--- src/rtl/datapath_pkg.sv ---
// Shared opcode and FSM-state encodings for param_datapath and its ALU.
// Pure declarations: no latency, no flow control.
// Consumers import with datapath_pkg::*.
package datapath_pkg;

    localparam logic [2:0] OP_MVI = 3'd0;
    localparam logic [2:0] OP_MV  = 3'd1;
    localparam logic [2:0] OP_ADD = 3'd2;
    localparam logic [2:0] OP_SUB = 3'd3;
    localparam logic [2:0] OP_XOR = 3'd4;
    localparam logic [2:0] OP_AND = 3'd5;

    localparam logic [2:0] S_IDLE  = 3'd0;
    localparam logic [2:0] S_MOVE  = 3'd1;
    localparam logic [2:0] S_LOADA = 3'd2;
    localparam logic [2:0] S_EXEC  = 3'd3;
    localparam logic [2:0] S_WRBK  = 3'd4;
    localparam logic [2:0] S_FIN   = 3'd5;

    function automatic logic is_alu_op(input logic [2:0] op);
        return (op == OP_ADD) || (op == OP_SUB) || (op == OP_XOR) || (op == OP_AND);
    endfunction

endpackage

--- src/rtl/param_datapath_alu.sv ---
// Combinational ALU for the A/G path: ADD, SUB, XOR, AND with zero/carry.
// Latency: none (pure combinational).
// Backpressure: none; the caller decides when to capture g and the flags.
module alu_unit
    import datapath_pkg::*;
#(
    parameter int W = 16
) (
    input  logic [W-1:0] a,
    input  logic [W-1:0] b,
    input  logic [2:0]   op,
    output logic [W-1:0] g,
    output logic         zero,
    output logic         carry
);

    logic [W:0] sum;

    always_comb begin
        sum   = '0;
        g     = '0;
        carry = 1'b0;
        case (op)
            OP_ADD: begin
                sum   = {1'b0, a} + {1'b0, b};
                g     = sum[W-1:0];
                carry = sum[W];
            end
            // Two's-complement subtract: carry-out set means no borrow (a >= b).
            OP_SUB: begin
                sum   = {1'b0, a} + {1'b0, ~b} + {{W{1'b0}}, 1'b1};
                g     = sum[W-1:0];
                carry = sum[W];
            end
            OP_XOR:  g = a ^ b;
            OP_AND:  g = a & b;
            default: g = '0;
        endcase
        zero = (g == '0);
    end

endmodule

--- src/rtl/param_datapath.sv ---
// NREG x W register file with a shared A/G ALU path sequenced by a start/done FSM.
// Latency: start edge to done high is 2 cycles for MVI/MV/NOP and 4 cycles for ALU ops.
// Backpressure: start is sampled only in IDLE; requests while busy are dropped, not queued.
module param_datapath
    import datapath_pkg::*;
#(
    parameter int W      = 16,
    parameter int NREG   = 8,
    parameter int RSEL_W = $clog2(NREG)
) (
    input  logic              clk,
    input  logic              reset,
    input  logic              start,
    input  logic [2:0]        op,
    input  logic [RSEL_W-1:0] rx_sel,
    input  logic [RSEL_W-1:0] ry_sel,
    input  logic [W-1:0]      data_in,
    input  logic [RSEL_W-1:0] rd_sel,
    output logic [W-1:0]      rd_data,
    output logic              busy,
    output logic              done,
    output logic              zero_flag,
    output logic              carry_flag
);

    logic [2:0]        state_q, state_d;
    logic [2:0]        op_q, op_d;
    logic [RSEL_W-1:0] rx_q, rx_d;
    logic [RSEL_W-1:0] ry_q, ry_d;
    logic [W-1:0]      imm_q, imm_d;
    logic [W-1:0]      a_q, a_d;
    logic [W-1:0]      g_q, g_d;
    logic              zero_q, zero_d;
    logic              carry_q, carry_d;
    logic              done_q, done_d;
    logic [W-1:0]      regs_q [NREG];
    logic [W-1:0]      regs_d [NREG];

    logic              wr_en;
    logic [W-1:0]      wr_dat;
    logic [W-1:0]      alu_g;
    logic              alu_zero;
    logic              alu_carry;

    // Out-of-range selects (non-power-of-2 NREG) read as zero.
    function automatic logic [W-1:0] rd_reg(input logic [RSEL_W-1:0] s);
        return (int'(s) < NREG) ? regs_q[s] : '0;
    endfunction

    alu_unit #(.W(W)) u_alu (
        .a     (a_q),
        .b     (rd_reg(ry_q)),
        .op    (op_q),
        .g     (alu_g),
        .zero  (alu_zero),
        .carry (alu_carry)
    );

    always_comb begin
        state_d = state_q;
        op_d    = op_q;
        rx_d    = rx_q;
        ry_d    = ry_q;
        imm_d   = imm_q;
        a_d     = a_q;
        g_d     = g_q;
        zero_d  = zero_q;
        carry_d = carry_q;
        done_d  = (state_q == S_FIN);
        wr_en   = 1'b0;
        wr_dat  = '0;

        case (state_q)
            S_IDLE: begin
                if (start) begin
                    op_d = op;
                    rx_d = rx_sel;
                    ry_d = ry_sel;
                    if (op == OP_MVI) begin
                        imm_d = data_in;
                    end
                    state_d = is_alu_op(op) ? S_LOADA : S_MOVE;
                end
            end
            S_MOVE: begin
                wr_en   = (op_q == OP_MVI) || (op_q == OP_MV);
                wr_dat  = (op_q == OP_MVI) ? imm_q : rd_reg(ry_q);
                state_d = S_FIN;
            end
            S_LOADA: begin
                a_d     = rd_reg(rx_q);
                state_d = S_EXEC;
            end
            S_EXEC: begin
                g_d     = alu_g;
                zero_d  = alu_zero;
                carry_d = alu_carry;
                state_d = S_WRBK;
            end
            S_WRBK: begin
                wr_en   = 1'b1;
                wr_dat  = g_q;
                state_d = S_FIN;
            end
            S_FIN:   state_d = S_IDLE;
            default: state_d = S_IDLE;
        endcase

        // Writes to a select >= NREG match no entry and are dropped.
        for (int i = 0; i < NREG; i++) begin
            regs_d[i] = (wr_en && (int'(rx_q) == i)) ? wr_dat : regs_q[i];
        end
    end

    always_ff @(posedge clk) begin
        if (reset) begin
            state_q <= S_IDLE;
            op_q    <= '0;
            rx_q    <= '0;
            ry_q    <= '0;
            imm_q   <= '0;
            a_q     <= '0;
            g_q     <= '0;
            zero_q  <= 1'b0;
            carry_q <= 1'b0;
            done_q  <= 1'b0;
            for (int i = 0; i < NREG; i++) begin
                regs_q[i] <= '0;
            end
        end else begin
            state_q <= state_d;
            op_q    <= op_d;
            rx_q    <= rx_d;
            ry_q    <= ry_d;
            imm_q   <= imm_d;
            a_q     <= a_d;
            g_q     <= g_d;
            zero_q  <= zero_d;
            carry_q <= carry_d;
            done_q  <= done_d;
            for (int i = 0; i < NREG; i++) begin
                regs_q[i] <= regs_d[i];
            end
        end
    end

    assign rd_data    = rd_reg(rd_sel);
    assign busy       = (state_q != S_IDLE);
    assign done       = done_q;
    assign zero_flag  = zero_q;
    assign carry_flag = carry_q;

endmodule

--- config.mk ---
export PLATFORM = sky130hd
export DESIGN_NAME = param_datapath
export DESIGN_NICKNAME = d
export VERILOG_FILES = /design/src/rtl/datapath_pkg.sv /design/src/rtl/param_datapath_alu.sv /design/src/rtl/param_datapath.sv
export SDC_FILE = /design/constraint.sdc
export NUM_CORES = 1
export LEC_CHECK = 0
export BUFFER_PORTS_ARGS = -buffer_cell sky130_fd_sc_hd__buf_4
export CAP_MARGIN = 40
export CORE_MARGIN = 2
export CORE_UTILIZATION = 60
export CTS_CLUSTER_DIAMETER = 80
export DETAILED_ROUTE_END_ITERATION = 10
export GPL_ROUTABILITY_DRIVEN = 0
export PLACE_DENSITY = 0.78
export SLEW_MARGIN = 20
export SYNTH_ARGS = -nofsm -noshare
export SYNTH_HDL_FRONTEND = slang
export SYNTH_SLANG_ARGS = --single-unit
--- constraint.sdc ---
create_clock -name clk -period 4.2 [get_ports clk]
set_input_delay 1.05 -clock clk [delete_from_list [all_inputs] [get_ports clk]]
set_output_delay 1.05 -clock clk [all_outputs]
set_load 0.01 [all_outputs]
==> summary.txt <==
Status - finished, final reports clean
Required @ worst endpoint - 4.58 ns
Synth area leaders - edfxtp_1 (32%), mux4_2 (18%), dfxtp_1 (11%)
Syn Inst Count - 1112
Yosys reg bits - 194
Pint - 3.694 mW
Detailed-route via count - 9655
Syn Nets - 1182
Setup TNS - 0 ns
Max Cap Viol - 0
Placed cell area - 0.01289 mm^2
Worst-path clk slew - 0.07 ns
Worst skew pair latency - 0.45 ns
Vias in the first global route - 9236
Sequential share of power - 40.5%
Synth area leader - edfxtp_1
Total GRT Usage - 32.48%
Initial antenna violation count - 0
Root buf cell - clkbuf_16
Clock network power share - 28.8%
Ant. Diodes - 0
Ports - 51
Primary FF master, synth - edfxtp_1
DP HPWL - 23.50 mm
Pleak - 4.841 nW
Die Y - 145.9 um
Cell row count - 51
Hold Path Class - flip-flop to flip-flop
Critical setup path kind - flip-flop to flip-flop
Port Buf Inserts - 50
Drt first-iter violations - 1481
Peak supply drop - 307.1 uV
Area delta synth->final - 11.73%
Initial Util - 61.70%
# hold bufs at CTS - 0
Full die area - 0.02130 mm^2
Synth top area share - 31.80%
Clk buf depth - 2
R2r setup slk - 0.14 ns
Placed insts - 1385
Non-filler cells, final - 1419
Async SR Flop Fraction - 0%
Tcrit/Tclk final - 96.66%
Startpoint types - flip-flop
Hold path cells - 2
CTS tree - yes
Share of cells above drive strength 1 - 24.61%
Min Tclk post-route - 4.060 ns
WL/cell - 24.21 um
Clk_skew - 0.01754 ns
Die width - 145.9 um
RSZ-0062 raised after global routing - no
Remaining DRCs - 0
Synth Warn # - 0
Fillers - 1423
NetSw - 1.942 mW
Post-synth cell types - 69
Pwr Density - 417.4 mW/mm^2
DR vias/cell - 6.804
Final Util - 68.93%
Total wire length - 34.35 mm
Final Hold Viols - 0
Worst-margin pin slew - 0.8222 ns
CTS H-tree depth - 4
Comb pwr share - 30.6%
Crit-path max FO - 9
Clock Sink Count - 194
Max Freq - 0.2463 GHz
Congestion Overflow GR - 0
Final ANT Viol Nets - 0
Switching share of power - 34.46%
Slew margin rel. - 45.18%
Core area - 0.01959 mm^2
Reg2reg path depth - 15
First-pass GRT wire length - 52.64 mm
EDFF count, synth - 128
Critical Path End Type - flip-flop
Post-synthesis cell area - 0.01209 mm^2
Final Cell Area - 0.01350 mm^2
Arr. time, crit path - 4.44 ns
Final number of setup-violating endpoints - 0
Post-place setup slack - 0.1648 ns
Slew Limit Fails - 0
Final #Nets - 1211
Sequential cell area - 0.005170 mm^2
Worst setup margin - 0.1403 ns
Largest net degree at the start of global routing - 60
CTS buffer count - 17
Post-synthesis sequential area ratio - 42.73%
Footprint of the multi-input gates - 0.006337 mm^2
Pre-antenna DRT Iters - 6
Avg Cell Area, Syn - 10.87 um^2
[power by group through the flow]
stage               Clock [mW]  Combinational (mW)  Sequential [mW]
global route              1.69                1.85             2.30
detailed placement           0                1.66             2.32
global placement             0                1.62             2.32
CTS                       1.63                1.68             2.28
finish                    1.62                1.73             2.29
floorplan                    0                1.20             2.26
[area by class of cell]
type | instances | share of cell area (%)
clock buffers | 18 | 3.178
clock inverters | 14 | 1.158
inverters | 55 | 1.529
multi-input cells | 767 | 46.93
flip-flops and latches | 194 | 38.28
well taps | 265 | 2.455
repair buffers | 106 | 6.467
[state kept, by name, summed over array words and instances, names as in the netlist, named ones only]
name and count:
ry_q 3, imm_q 16, rx_q 3, a_q 16
carry_flag 1, op_q 3, zero_flag 1, state_q 3
g_q 16, done 1, regs_q 128
[per-layer routing]
| metal | track usage (%) | share of wire (%) |
|---|---|---|
| met1 | 42.74 | 37 |
| met2 | 52.57 | 48 |
| met5 | 0 | 0 |
| met4 | 15.39 | 4.5 |
| met3 | 5.987 | 11 |
[critical path, stage by stage (launching register included)]
cell	delay [ns]
dfxtp_1	0.65
buf_4	0.24
mux4_2	0.30
mux2i_1	0.17
buf_4	0.18
inv_1	0.08
fa_1	0.39
nor2b_1	0.20
o2111ai_1	0.16
and4b_1	0.31
o311a_1	0.37
o21ai_0	0.21
o211ai_1	0.17
a2111oi_2	0.25
nand4_1	0.15
o21ai_1	0.15
[Yosys cell counts (16+ instances only)]
master,count
ha_1,37
a211oi_1,47
nor2_1,180
o21ai_0,23
clkbuf_1,72
dfxtp_1,66
mux2_2,18
mux2i_1,39
nand2b_1,16
edfxtp_1,128
a21oi_1,75
mux4_2,96
or2_2,18
nand2_1,79
inv_1,55
[cells by family after synthesis]
group           synth area share (%)
xor+xnor                       1.159
mux                            22.79
flops                          42.73
buf+inv                        4.969
simple gates                   12.99
fa+ha+maj                      4.161
compound gates                 11.19
[what timing repair did]
action | 4_1_cts | 5_1_grt
gates resized for setup | 0 | 1
buffers inserted | 0 | 2
endpoints found under the setup margin | 0 | 2
[worst paths after layout]
check                  from        end
hold reg to reg   imm_q[11]  imm_q[11]
setup / recovery  flip-flop  zero_flag
setup reg to reg  flip-flop  zero_flag
hold / removal    imm_q[11]  imm_q[11]
[cells in the final DEF (no fill, tap or decap), types with 6 or more instances in the layout]
| cell type | n |
|---|---|
| a31oi_1 | 8 |
| buf_4 | 100 |
| nand2b_1 | 16 |
| nor4_1 | 7 |
| nor3_1 | 10 |
| xor2_1 | 6 |
| nor2_1 | 180 |
| mux4_2 | 96 |
| a211oi_1 | 47 |
| nand3_1 | 7 |
| or2_2 | 18 |
| a21oi_1 | 75 |
| mux2i_1 | 39 |
| dfxtp_1 | 64 |
| xnor2_1 | 10 |
| edfxtp_1 | 128 |
| nor2b_1 | 10 |
| ha_1 | 37 |
| nand2_1 | 79 |
| inv_1 | 55 |
| o21ai_0 | 23 |
| clkbuf_16 | 17 |
| o22ai_1 | 8 |
| mux2_2 | 18 |
[stage by stage]
stage | power [mW] | hold WS, ns
2_1_floorplan | 3.454 | 0.4357
3_3_place_gp | 3.938 | 0.4459
3_5_place_dp | 3.984 | 0.4500
4_1_cts | 5.589 | 0.4614
5_1_grt | 5.831 | 0.4797
6_report | 5.637 | 0.4585
(Power assumes the default switching activity.)
